**src/rtl/lut_table_loader_pkg.sv**
```systemverilog
// Shared sizing constants and FSM state type for the serial LUT table loader.
// The table geometry lives here so the top and the serializer agree on widths.
package lut_table_loader_pkg;

  localparam int TABLE_BITS = 256;
  localparam int BYTE_W     = 8;
  localparam int NUM_BYTES  = TABLE_BITS / BYTE_W;
  localparam int CNT_W      = $clog2(TABLE_BITS);
  localparam int IDX_W      = $clog2(BYTE_W);
  // Byte counter must be able to hold NUM_BYTES itself, not just NUM_BYTES-1.
  localparam int BCNT_W     = $clog2(NUM_BYTES + 1);

  typedef enum logic [1:0] {
    IDLE = 2'd0,
    LOAD = 2'd1,
    DONE = 2'd2
  } state_e;

endpackage

```
**src/rtl/lut_byte_serializer.sv**
```systemverilog
// One-byte shift buffer: takes a byte and emits it MSB first, one bit per clk.
// A new byte may be loaded while the last bit of the current one is going out.
module lut_byte_serializer
  import lut_table_loader_pkg::*;
(
  input  logic              clk,
  input  logic              rst_n,
  input  logic              clear,
  input  logic              load,
  input  logic [BYTE_W-1:0] load_data,
  output logic              can_accept,
  output logic              shift_en,
  output logic              bit_out
);

  localparam logic [IDX_W-1:0] LAST_IDX = IDX_W'(BYTE_W - 1);

  logic [BYTE_W-1:0] shreg_q, shreg_d;
  logic [IDX_W-1:0]  idx_q, idx_d;
  logic              full_q, full_d;

  assign shift_en   = full_q;
  assign bit_out    = shreg_q[BYTE_W-1];
  assign can_accept = !full_q || (idx_q == LAST_IDX);

  always_comb begin
    shreg_d = shreg_q;
    idx_d   = idx_q;
    full_d  = full_q;
    if (clear) begin
      shreg_d = '0;
      idx_d   = '0;
      full_d  = 1'b0;
    end else if (load) begin
      shreg_d = load_data;
      idx_d   = '0;
      full_d  = 1'b1;
    end else if (full_q) begin
      shreg_d = shreg_q << 1;
      if (idx_q == LAST_IDX) begin
        full_d = 1'b0;
        idx_d  = '0;
      end else begin
        idx_d = idx_q + 1'b1;
      end
    end
  end

  always_ff @(posedge clk or negedge rst_n) begin
    if (!rst_n) begin
      shreg_q <= '0;
      idx_q   <= '0;
      full_q  <= 1'b0;
    end else begin
      shreg_q <= shreg_d;
      idx_q   <= idx_d;
      full_q  <= full_d;
    end
  end

endmodule

```
**src/rtl/lut_table_loader.sv**
```systemverilog
// Fills the serial-load LUT table from a byte stream: FSM plus bit/byte counters,
// with registered d/cs_n pins driven from the byte serializer.
module lut_table_loader
  import lut_table_loader_pkg::*;
(
  input  logic              clk,
  input  logic              rst_n,
  input  logic              start,
  input  logic              abort,
  input  logic              byte_valid,
  input  logic [BYTE_W-1:0] byte_data,
  output logic              byte_ready,
  output logic              lut_d,
  output logic              lut_cs_n,
  output logic              busy,
  output logic              table_valid
);

  state_e            state_q, state_d;
  logic [CNT_W-1:0]  bit_cnt_q, bit_cnt_d;
  logic [BCNT_W-1:0] byte_cnt_q, byte_cnt_d;
  logic              cs_n_q, cs_n_d;
  logic              d_q, d_d;
  logic              busy_q, busy_d;
  logic              valid_q, valid_d;
  logic              ser_can_accept, ser_shift, ser_bit, accept;

  // Ready depends only on state and counters so the source never sees a loop through valid.
  assign byte_ready = (state_q == LOAD) && ser_can_accept &&
                      (byte_cnt_q < BCNT_W'(NUM_BYTES));
  assign accept     = byte_valid && byte_ready;

  lut_byte_serializer u_ser (
    .clk        (clk),
    .rst_n      (rst_n),
    .clear      (abort),
    .load       (accept),
    .load_data  (byte_data),
    .can_accept (ser_can_accept),
    .shift_en   (ser_shift),
    .bit_out    (ser_bit)
  );

  always_comb begin
    state_d    = state_q;
    bit_cnt_d  = bit_cnt_q;
    byte_cnt_d = byte_cnt_q;
    valid_d    = valid_q;
    cs_n_d     = 1'b1;
    d_d        = 1'b0;
    if (abort) begin
      state_d    = IDLE;
      bit_cnt_d  = '0;
      byte_cnt_d = '0;
      valid_d    = 1'b0;
    end else begin
      unique case (state_q)
        IDLE: begin
          if (start) begin
            state_d    = LOAD;
            valid_d    = 1'b0;
            bit_cnt_d  = '0;
            byte_cnt_d = '0;
          end
        end
        LOAD: begin
          if (accept) byte_cnt_d = byte_cnt_q + 1'b1;
          if (ser_shift) begin
            cs_n_d    = 1'b0;
            d_d       = ser_bit;
            bit_cnt_d = bit_cnt_q + 1'b1;
            if (bit_cnt_q == CNT_W'(TABLE_BITS - 1)) state_d = DONE;
          end
        end
        DONE: begin
          state_d = IDLE;
          valid_d = 1'b1;
        end
        default: state_d = IDLE;
      endcase
    end
    busy_d = (state_d == LOAD);
  end

  always_ff @(posedge clk or negedge rst_n) begin
    if (!rst_n) begin
      state_q    <= IDLE;
      bit_cnt_q  <= '0;
      byte_cnt_q <= '0;
      cs_n_q     <= 1'b1;
      d_q        <= 1'b0;
      busy_q     <= 1'b0;
      valid_q    <= 1'b0;
    end else begin
      state_q    <= state_d;
      bit_cnt_q  <= bit_cnt_d;
      byte_cnt_q <= byte_cnt_d;
      cs_n_q     <= cs_n_d;
      d_q        <= d_d;
      busy_q     <= busy_d;
      valid_q    <= valid_d;
    end
  end

  assign lut_cs_n    = cs_n_q;
  assign lut_d       = d_q;
  assign busy        = busy_q;
  assign table_valid = valid_q;

endmodule

```
**config.mk**
```make
export PLATFORM = sky130hd
export DESIGN_NAME = lut_table_loader
export DESIGN_NICKNAME = d
export VERILOG_FILES = /design/src/rtl/lut_table_loader_pkg.sv /design/src/rtl/lut_byte_serializer.sv /design/src/rtl/lut_table_loader.sv
export SDC_FILE = /design/constraint.sdc
export NUM_CORES = 1
export LEC_CHECK = 0
export ABC_AREA = 1
export CELL_PAD_IN_SITES_DETAIL_PLACEMENT = 1
export CELL_PAD_IN_SITES_GLOBAL_PLACEMENT = 2
export CORE_MARGIN = 2
export CORE_UTILIZATION = 37
export CTS_BUF_LIST = sky130_fd_sc_hd__clkbuf_8
export CTS_CLUSTER_SIZE = 30
export DETAILED_ROUTE_END_ITERATION = 10
export GPL_TIMING_DRIVEN = 0
export PLACE_DENSITY = 0.93
export SLEW_MARGIN = 30
export SYNTH_ARGS = -nofsm -noshare
export SYNTH_HDL_FRONTEND = slang
export SYNTH_SLANG_ARGS = --single-unit
```
**constraint.sdc**
```tcl
create_clock -name clk -period 3.8 [get_ports clk]
set_input_delay 0.57 -clock clk [delete_from_list [all_inputs] [get_ports clk]]
set_output_delay 0.57 -clock clk [all_outputs]
set_load 0.05 [all_outputs]
```
==> flow_metrics.py <==
metrics = {
    "timing": {
        "max_freq_mhz": 365,
        "fin_crit_sh_pct": 72.0,
        "rsz0062_at_grt": "no",
        "setup_violations": 0,
        "tightest_slew_ns": 0.495,
        "slew_violations": 0,
        "finClkSkew_ns": 0.00552,
        "fin_setup_tns_ns": 0,
        "hold_viol_final": 0,
        "slew_headroom_pct": 66.9,
        "min_period_ns": 2.74,
    },
    "global_route": {
        "grt_pass1_vias": 1515,
        "grt_pass1_wl_um": 6950,
        "grt_max_degree": 18,
        "antenna_found_initial": 0,
        "track_usage_pct": 17.2,
        "gr-total-overflow": 0,
    },
    "clock_network": {
        "hold_buffers": 0,
        "cts_root_buf": "clkbuf_8",
        "cts_buffer_depth": 2,
        "cts-buffers-inserted": 5,
        "h-tree-depth": 2,
        "clock-sinks": 32,
        "post_cts_buffers": 0,
        "clk-insertion-delay-late_ns": 0.29,
        "ctsResizeCount": 0,
        "clkSlewWorstSetupHoldPaths_ns": 0.07,
        "cts_tree": "built",
    },
    "floorplan": {
        "die_area_sq_um": 5200,
        "chipWidth_um": 72.1,
        "rows": 24,
        "die_y_um": 72.1,
        "start_util_pct": 38.9,
        "core_area_sq_um": 4410,
        "ios": 18,
    },
    "worst_setup_path": {
        "r2r_setup_slack_ns": 2.18,
        "r2r_cells": 9,
        "r2r-start": "u_ser.idx_q[0]",
        "end_kind": "output pin",
        "crit_arrival_ns": 2.17,
        "crit_fanout": 3,
        "timing.rr.end": "u_ser.idx_q[0]",
        "required_ns": 3.23,
        "start_kind": "flop",
        "path_class": "reg -> out",
    },
    "drt": {
        "dr_wl_met3_um": 117,
        "vias": 1445,
        "drc": 0,
        "drt-initial-drc-count": 72,
        "met2WireLength_um": 1770,
        "first_pass_iters": 4,
        "vias_per_cell": 4.93,
        "wl_per_cell_um": 13.3,
        "top_layer_used": "met4",
        "wl_um": 3890,
        "wl_met1_um": 1960,
        "antenna_left": 0,
    },
    "cells_and_area": {
        "final_area_sq_um": 2090,
        "finalNetCount": 257,
        "final_cell_mix": "nand2_1 (87), dfrtp_1 (31), inv_1 (19)",
        "area_growth_pct": 21.8,
        "drive_above_1_share_pct": 12.4,
        "final_common_cell": "nand2_1",
        "fill_cells": 545,
        "antenna_cells": 0,
        "utilization_pct": 47.4,
    },
    "logic_synthesis": {
        "synth-compound-area-share_pct": 9.18,
        "synth_top_family_by_area": "simple AND/OR/NAND/NOR gates",
        "synth_seq_cells": 32,
        "syn_avg_cell_area_sq_um": 7.95,
        "synthMuxAreaShare_pct": 0,
        "yosysSeqAreaShare_pct": 46.7,
        "synth_cell_types": 30,
        "syn_area_sq_um": 1720,
        "synthXorXnorAreaFrac_pct": 1.53,
        "async_flop_share_pct": 100,
        "syn_nets": 233,
        "synth_edf_count": 0,
        "synthFlopType": "dfrtp_1",
        "yosys.area_share.simple_pct": 32.9,
        "synthAdderAreaFrac_pct": 2.91,
        "syn-instance-count": 216,
        "yosys_warnings": 0,
    },
    "run": {
        "cap_violations": 0,
    },
    "power_and_ir_drop": {
        "pwr-share-comb_pct": 14.1,
        "p_sw_uw": 219,
        "power_density_nw_per_um2": 404,
        "irDropWorstVdd_mv": 0.196,
        "clkPwrFrac_pct": 42.6,
        "p_leak_uw": 0.00103,
        "seqPwrFrac_pct": 43.3,
        "netSwitchingFraction_pct": 25.9,
        "p_total_uw": 845,
        "cell_internal_pwr_uw": 627,
    },
    "min_path": {
        "holdCritPathClass": "in -> async",
    },
    "placed_design": {
        "port_buffers": 16,
        "place_area_sq_um": 1970,
        "post-dp-hpwl_um": 2810,
        "place_congestion": 0.758,
    },
    "outcome": {
        "run_status": "finished, final reports clean",
    },
}
[critical path: stages (launching register included)]
cell and delay [ns]:
dfrtp_1 0.38, ha_1 0.16, ha_1 0.13, inv_1 0.04, nand2_2 0.07, inv_1 0.07
nor3_1 0.17, clkdlybuf4s50_1 0.84
[worst max path at each step]
| stage | from | to | slack (ns) | cells past startpoint |
|---|---|---|---|---|
| 2_1_floorplan | u_ser.idx_q[0] | byte_ready | 1.40 | 6 |
| 3_3_place_gp | u_ser.idx_q[0] | byte_ready | 1.33 | 7 |
| 3_5_place_dp | u_ser.idx_q[0] | byte_ready | 1.33 | 7 |
| 4_1_cts | u_ser.idx_q[0] | byte_ready | 1.01 | 7 |
| 5_1_grt | u_ser.idx_q[0] | byte_ready | 0.93 | 7 |
| 6_report | u_ser.idx_q[0] | byte_ready | 1.06 | 7 |
[area by class of cell]
cell class	count	area (sq um)	share of cell area, %
plain buffers	3	23.8	1.14
clock buffers	7	96.3	4.61
clock inverters	1	30.0	1.44
inverters	24	92.6	4.43
multi-input cells	157	800	38.2
flip-flops and latches	32	802	38.3
well taps	52	65.1	3.11
repair buffers	17	183	8.73
[cells by family (layout without fill, tap and decap cells)]
group / count (synthesis) / count (layout)
XOR/XNOR: 3 / 3
buffers and inverters: 27 / 52
adder cells (fa/ha/maj): 4 / 4
AO/OA/AOI/OAI: 23 / 23
flip-flops: 32 / 32
AND/OR/NAND/NOR: 127 / 127
[stage by stage]
step / instances / worst slack [ns] / hold slack (ns)
finish: 293 / 1.06 / 0.220
global route: 293 / 0.929 / 0.250
CTS: 293 / 1.01 / 0.229
detailed placement: 285 / 1.33 / 0.466
global placement: 284 / 1.33 / 0.457
floorplan: 216 / 1.40 / 0.274
[power groups by stage]
stage               registers [uW]  logic [uW]  clock network (uW)
floorplan                      375        70.0                   0
finish                         366         119                 360
detailed placement             374         121                   0
global route                   369         135                 381
CTS                            367         122                 370
global placement               373         118                   0
[cell usage after synthesis, types with 2 or more instances]
cell / instances / area, sq um
nand2_1: 87 / 327
o21ai_0: 4 / 20.0
nor2_1: 13 / 48.8
o21ai_1: 6 / 30.0
xor2_1: 2 / 17.5
nor2_4: 2 / 22.5
nand4_1: 3 / 18.8
dfrtp_1: 31 / 776
o31ai_1: 3 / 22.5
nand2_2: 4 / 25.0
inv_2: 4 / 15.0
nor3_1: 2 / 10.0
nand3_1: 13 / 65.1
a21oi_1: 5 / 25.0
inv_1: 19 / 71.3
ha_1: 4 / 50.1
[registers in the layout, indices dropped and copies added (netlist names)]
register / cells
state_q: 2
table_valid: 1
lut_cs_n: 1
lut_d: 1
u_ser.idx_q: 3
bit_cnt_q: 8
u_ser.shift_en: 1
u_ser.shreg_q: 8
byte_cnt_q: 6
busy: 1
[per-layer routing]
metal,track usage [%],vias up
met5,0,-
met4,5.66,0
met3,3.47,4
met2,27.2,19
met1,23.7,693
li1,-,729
Power figures use the tool's default switching activity.
